**config.mk**
```make
export PLATFORM = sky130hd
export DESIGN_NAME = mmx_count_display
export DESIGN_NICKNAME = d
export VERILOG_FILES = /design/src/rtl/mmx_count_display.sv
export SDC_FILE = /design/constraint.sdc
export NUM_CORES = 1
export LEC_CHECK = 0
export ABC_AREA = 1
export BUFFER_PORTS_ARGS = -buffer_cell sky130_fd_sc_hd__buf_4
export CORE_MARGIN = 1.5
export CORE_UTILIZATION = 57
export CTS_BUF_LIST = sky130_fd_sc_hd__clkbuf_16
export CTS_CLUSTER_DIAMETER = 150
export DETAILED_ROUTE_END_ITERATION = 10
export PLACE_DENSITY = 0.87
export REMOVE_ABC_BUFFERS = 1
export SLEW_MARGIN = 30
export SYNTH_ARGS = -nofsm -noshare
export SYNTH_HDL_FRONTEND = slang
export SYNTH_SLANG_ARGS = --single-unit
```
**constraint.sdc**
```tcl
create_clock -name clk -period 2.7 [get_ports clk]
set_input_delay 0.54 -clock clk [delete_from_list [all_inputs] [get_ports clk]]
set_output_delay 0.54 -clock clk [all_outputs]
set_load 0.005 [all_outputs]
```
**src/rtl/mmx_count_display.sv**
```systemverilog
// Captures a 7-bit value, converts it to BCD with a sequential double-dabble engine and scans the
// three digits onto one multiplexed 7-segment display. Define MMX_DISP_BLANK_EN for leading-zero blanking.
module mmx_count_display #(
    parameter int VALUE_W        = 7,
    parameter int REFRESH_DIV    = 1024,
    parameter bit SEG_ACTIVE_LOW = 1'b0
) (
    input  logic               clk,
    input  logic               reset,
    input  logic [VALUE_W-1:0] in_value,
    input  logic               in_valid,
    output logic               in_ready,
    output logic               done,
    output logic [11:0]        bcd_out,
    output logic [6:0]         seg,
    output logic [2:0]         digit_en
);

    localparam int                CNT_W      = $clog2(REFRESH_DIV);
    localparam logic [CNT_W-1:0]  CNT_LAST   = CNT_W'(REFRESH_DIV - 1);
    localparam logic [2:0]        SHIFT_LAST = 3'(VALUE_W - 1);

    typedef enum logic [1:0] {
        S_IDLE,
        S_SHIFT,
        S_COMMIT
    } state_t;

    state_t             r_state;
    state_t             w_state_nxt;
    logic               w_accept;
    logic [2:0]         r_shift_cnt;
    logic [VALUE_W-1:0] r_bin;
    logic [11:0]        r_scratch;
    logic [11:0]        w_adj;
    logic [11:0]        r_bcd;
    logic               r_done;
    logic [CNT_W-1:0]   r_refresh;
    logic [1:0]         r_idx;
    logic [3:0]         w_digit;
    logic [6:0]         w_seg_raw;
    logic [2:0]         w_en_raw;

    function automatic logic [6:0] seg7(input logic [3:0] d);
        case (d)
            4'd0:    seg7 = 7'h3F;
            4'd1:    seg7 = 7'h06;
            4'd2:    seg7 = 7'h5B;
            4'd3:    seg7 = 7'h4F;
            4'd4:    seg7 = 7'h66;
            4'd5:    seg7 = 7'h6D;
            4'd6:    seg7 = 7'h7D;
            4'd7:    seg7 = 7'h07;
            4'd8:    seg7 = 7'h7F;
            4'd9:    seg7 = 7'h6F;
            default: seg7 = 7'h00;
        endcase
    endfunction

    always_ff @(posedge clk) begin
        if (reset) r_state <= S_IDLE;
        else       r_state <= w_state_nxt;
    end

    always_comb begin
        w_state_nxt = r_state;
        w_accept    = 1'b0;
        case (r_state)
            S_IDLE: begin
                if (in_valid) begin
                    w_accept    = 1'b1;
                    w_state_nxt = S_SHIFT;
                end
            end
            S_SHIFT:  if (r_shift_cnt == SHIFT_LAST) w_state_nxt = S_COMMIT;
            S_COMMIT: w_state_nxt = S_IDLE;
            default:  w_state_nxt = S_IDLE;
        endcase
    end

    // Add-3 correction is applied to every nibble before the shift in the same cycle.
    always_comb begin
        w_adj = '0;
        for (int unsigned i = 0; i < 3; i++) begin
            w_adj[4*i +: 4] = (r_scratch[4*i +: 4] >= 4'd5) ? r_scratch[4*i +: 4] + 4'd3
                                                            : r_scratch[4*i +: 4];
        end
    end

    always_ff @(posedge clk) begin
        if (reset) begin
            r_shift_cnt <= '0;
            r_bin       <= '0;
            r_scratch   <= '0;
            r_bcd       <= '0;
            r_done      <= 1'b0;
        end else begin
            r_done <= (r_state == S_COMMIT);
            case (r_state)
                S_IDLE: begin
                    if (w_accept) begin
                        r_bin       <= in_value;
                        r_scratch   <= '0;
                        r_shift_cnt <= '0;
                    end
                end
                S_SHIFT: begin
                    r_scratch   <= {w_adj[10:0], r_bin[VALUE_W-1]};
                    r_bin       <= {r_bin[VALUE_W-2:0], 1'b0};
                    r_shift_cnt <= r_shift_cnt + 3'd1;
                end
                S_COMMIT: r_bcd <= r_scratch;
                default:  ;
            endcase
        end
    end

    always_ff @(posedge clk) begin
        if (reset) begin
            r_refresh <= '0;
            r_idx     <= '0;
        end else if (r_refresh == CNT_LAST) begin
            r_refresh <= '0;
            r_idx     <= (r_idx == 2'd2) ? 2'd0 : r_idx + 2'd1;
        end else begin
            r_refresh <= r_refresh + 1'b1;
        end
    end

    // Decode straight from the committed digits so a commit on a wrap edge shows immediately.
    always_comb begin
        w_digit  = r_bcd[3:0];
        w_en_raw = 3'b001;
        case (r_idx)
            2'd1: begin
                w_digit  = r_bcd[7:4];
                w_en_raw = 3'b010;
            end
            2'd2: begin
                w_digit  = r_bcd[11:8];
                w_en_raw = 3'b100;
            end
            default: ;
        endcase
        w_seg_raw = seg7(w_digit);
`ifdef MMX_DISP_BLANK_EN
        if (r_idx == 2'd2 && r_bcd[11:8] == 4'd0)
            w_seg_raw = '0;
        if (r_idx == 2'd1 && r_bcd[11:8] == 4'd0 && r_bcd[7:4] == 4'd0)
            w_seg_raw = '0;
`else
        w_seg_raw = w_seg_raw;
`endif
    end

    assign in_ready = (r_state == S_IDLE) && !reset;
    assign done     = r_done;
    assign bcd_out  = r_bcd;
    assign seg      = SEG_ACTIVE_LOW ? ~w_seg_raw : w_seg_raw;
    assign digit_en = SEG_ACTIVE_LOW ? ~w_en_raw : w_en_raw;

endmodule

```
After elaboration in Yosys (flattened, before gate mapping)

Memory sizes are Yosys's and may differ from the RTL's.
Index checks and enable logic that the tools add are counted.

Bits in registers: 49
Input port bits: 10
Memory bits (read-only): 112
Logic and storage cells: 51
Memories: 1
Output and inout port bits: 24

Memories:

| name            | depth | bits a word | read ports | clocked after memory_dff | wr ports | RTL line | text |
|---|---|---|---|---|---|---|---|
| (no name shown) | 16    | 7           | 1          | 0                        | 0        | 45       | `case (d)` |

Reduce and logical (&&, ||, !) cells: 7
Mux-type cells: 17
Eq/ne operators: 9
Add/sub/neg operators: 6
Order comparisons: 3

Operators by type and width:

| kind                  | count |
|---|---|
| $pmux 12 s2           | 1 |
| $pmux 7 s2            | 1 |
| $ge 4x3->1 const B    | 3 |
| $mux 12               | 1 |
| $pmux 3 s2            | 2 |
| $add 10x1->10 const B | 1 |
| $eq 10x10->1 const B  | 1 |
| $add 4x2->4 const B   | 2 |
| $mux 4                | 2 |
| $pmux 4 s2            | 1 |
| $mux 7                | 1 |
| $mux 2                | 3 |
| $mux 3                | 2 |
| $ne 2x2->1 const B    | 3 |
| $eq 2x1->1 const B    | 2 |
| $eq 2x2->1 const B    | 2 |
| $pmux 2 s2            | 1 |
| $reduce_and 2->1      | 2 |
| $add 3x1->3 const B   | 1 |
| $add 3x2->3 const B   | 1 |
| $eq 3x3->1 const B    | 1 |
| $add 2x1->2 const B   | 1 |
| $logic_not 2->1       | 1 |
| $mux 1                | 2 |
| 4 further kinds       | 4 |

Logic depth before layout (Yosys ltp)

Word-level depth: 4
Depth in mapped cells: 13
Gate-level depth less buffers: 13

Least setup slack after synthesis

Ideal clock, no wire load.

Path kind: register to output
From: register r_idx[0]
To: output seg[3]
Setup slack: 0.340 ns
Arrival: 1.820 ns
Required time: 2.160 ns
Stages on the path, launching flop included: 11
Buffers on the path: 0
Cells stage by stage: dfxtp_1 -> inv_1 -> ha_1 -> or2_2 -> nand2_1 -> inv_1 -> ha_1 -> nand3_1 -> nand2_1 -> nand2_1 -> nand2_1

Word-level cells in the longest chain between the ends: 3

RTL lines:

| item                                            | RTL line | text |
|---|---|---|
| from (decl)                                     | 39       | `logic [1:0] r_idx;` |
| from (signal assigned)                          | 124      | `r_idx <= (r_idx == 2'd2) ? 2'd0 : r_idx + 2'd1;` |
| $eq 2x2->1 / $eq 2x1->1 (equally long branches) | 134      | `case (r_idx)` |
| $pmux 4 s2 *                                    | 134      |  |
| $mem_v2 16x7 *                                  | -        |  |
| to (decl)                                       | 15       | `output logic [6:0] seg,` |

Every way passes the cells marked *; elsewhere a longest branch is shown, timed or not.

Final worst setup path

From: register r_idx[1]
To: output seg[3]

The elaborated chain is that of the path after synthesis.

==> metrics.yaml <==
status: "finished, final reports clean"
grt_max_degree: 24
place_inst: 423
cp.arrival_ns: 1.99
vias: 2320
fin_cells: 432
worstSetupStartpointType: "flop"
max-vdd-ir-drop_v: 0.000404
clock_tree.buffer_depth: 2
tns_ns: 0
routed_via_density: 5.37
dieArea_mm2: 0.00480
antenna_cells: 0
worst_slack_ns: 0.172
fin_util_pct: 72.4
critical_path.cell_chain: "inv_4, ha_4, or2_4, nand2_2, inv_1, ha_1, nand3_1, nand2_1, nand2_1, nand2_1, buf_4"
synth_area_per_cell_um2: 7.17
drtAntennaViolNets: 0
port_buffers: 33
met2_length_um: 2550
yosys.area_share.xor_xnor_pct: 1.05
wl_met3_um: 289
numCtsBuffers: 5
p_leak_nw: 1.29
end_kind: "primary output"
cts_hold_buffers: 0
fp.coreArea_mm2: 0.00412
wl_per_cell_um: 12.3
grt_first_pass_wirelength_um: 9160
drive_gt1_share_pct: 16.2
fin_skew_ns: 0.00598
finalSetupViolCount: 0
yosysSeqAreaShare_pct: 39.2
place_ws_ns: 0.208
dp_hpwl_um: 3660
chipHeight_um: 69.3
first_pass_iters: 4
antenna_found_initial: 0
drt_wl_total_um: 5300
root_buffer: "clkbuf_16"
fin_crit_sh_pct: 93.6
slowest_delay_ns: 0.38
async_flop_share_pct: 0
synthCells: 349
die_w_um: 69.3
cts_tree: "yes"
slew_viol_final: 0
place.gp.congestion: 0.855
place_area_mm2: 0.00277
synthFlopType: "dfxtp_1"
num-nets-final: 411
area_growth_pct: 19.0
min_period_ns: 2.53
worstSetupPathType: "flop to primary output"
power_mw: 1.54
synthMuxAreaShare_pct: 0
io_pins: 34
placementRows: 23
cpMostUsedCell: "nand2_1"
clock.fmax_mhz: 396
clk_pin_slew_ns: 0.07
synth_fa_ha_area_share_pct: 10.0
synth-simple-area-share_pct: 27.9
relSlewSlack_pct: 58.6
synth_area_mm2: 0.00250
synth-compound-area-share_pct: 14.7
fillers: 326
ys.warnings.count: 0
hp-class: "flop to flop"
synth_seq_cells: 49
hold_viol: 0
synth_cell_types: 27
cts_sinks: 49
finalInstanceArea_mm2: 0.00298
layout_common_cells: "nand2_1, dfxtp_1, buf_4"
drt-initial-drc-count: 162
grt_pass1_vias: 2088
rsz0062_at_grt: "false"
whs_ns: 0.452
worstPathMaxFanout: 6
drt-met1-wl_um: 2350
cap_viol_max_count: 0
clock_latency_ns: 0.29
regArea_um2: 988
synth_top_family_by_area: "simple AND/OR/NAND/NOR gates"
final_common_cell: "nand2_1"
overflow: 0
htreeDepth: 2
powerDensity_mw_per_mm2: 515
track_usage_pct: 23.1
cp_slowest_cell: "dfxtp_4"
highest_layer: "met4"
crit_required_ns: 2.16
synth_edf_count: 0
worst_pin_slew_ns: 0.620
drc: 0
start_util_pct: 60.8
multi_input_area_mm2: 0.00137
routing by layer:
metal  track usage (%)  vias to the layer above
met4              9.37                        0
met5                 0                        -
met2              39.6                       61
li1                  -                     1208
met3              6.10                       11
met1              27.2                     1040
path summary, 6_finish.rpt:
check                          start                       to  slack (ns)  cells after the start
min reg2reg  r_refresh[0]$_SDFF_PP0_  r_refresh[0]$_SDFF_PP0_        0.45                      1
max reg2reg  r_refresh[0]$_SDFF_PP0_  r_refresh[2]$_SDFF_PP0_        1.21                      6
max            r_idx[1]$_SDFFE_PP0N_                   seg[3]        0.17                     11
min          r_refresh[0]$_SDFF_PP0_  r_refresh[0]$_SDFF_PP0_        0.45                      1
flip-flops by register name, indices dropped and copies added (netlist names):
name / cells
r_shift_cnt: 3
done: 1
r_idx: 2
r_state: 2
r_scratch: 12
r_bin: 7
bcd_out: 12
r_refresh: 10
logic make-up after synthesis:
logic type               count (synthesis)
AO/OA/AOI/OAI                           69
XOR/XNOR                                 3
adder cells (fa/ha/maj)                 20
buffers and inverters                   44
flip-flops                              49
AND/OR/NAND/NOR                        164
cells in the mapped netlist, types with 5 or more instances:
cell	n	area share, %
a21oi_1	34	6.8
nand3_1	21	4.2
o21ai_0	9	1.8
ha_1	20	10
inv_2	5	0.75
dfxtp_1	49	39
nand2_1	92	14
inv_1	29	4.3
nand4_1	8	2.0
nor2_1	28	4.2
o22ai_1	6	1.5
o21ai_1	14	2.8
nor3_1	5	1.0
repair_timing:
action	CTS	global route
resized for setup	1	11
buffers inserted	0	1
pin swaps	0	3
endpoints found under the setup margin	5	6
power breakdown:
| part | switching, mW | leakage, nW | internal, mW |
|---|---|---|---|
| sequential | 0.0116 | 0.399 | 0.738 |
| combinational | 0.0489 | 0.814 | 0.0299 |
| clock | 0.270 | 0.0800 | 0.438 |
layout make-up:
type                    instances  area share (%)
clock buffers                   5            4.20
clock inverters                 3            1.55
flip-flops and latches         49            33.2
well taps                      50            2.10
inverters                      34            4.37
repair buffers                 35            8.82
multi-input cells             256            45.8
worst max-delay path, delay by kind of cell (launching register included):
family / cells / cell delay [ns]
and+or+nand+nor: 6 / 0.54
DFF: 1 / 0.38
adders and majority gates: 2 / 0.53
buffers and inverters: 3 / 0.24
No activity file was read; power rests on OpenSTA's default activity.
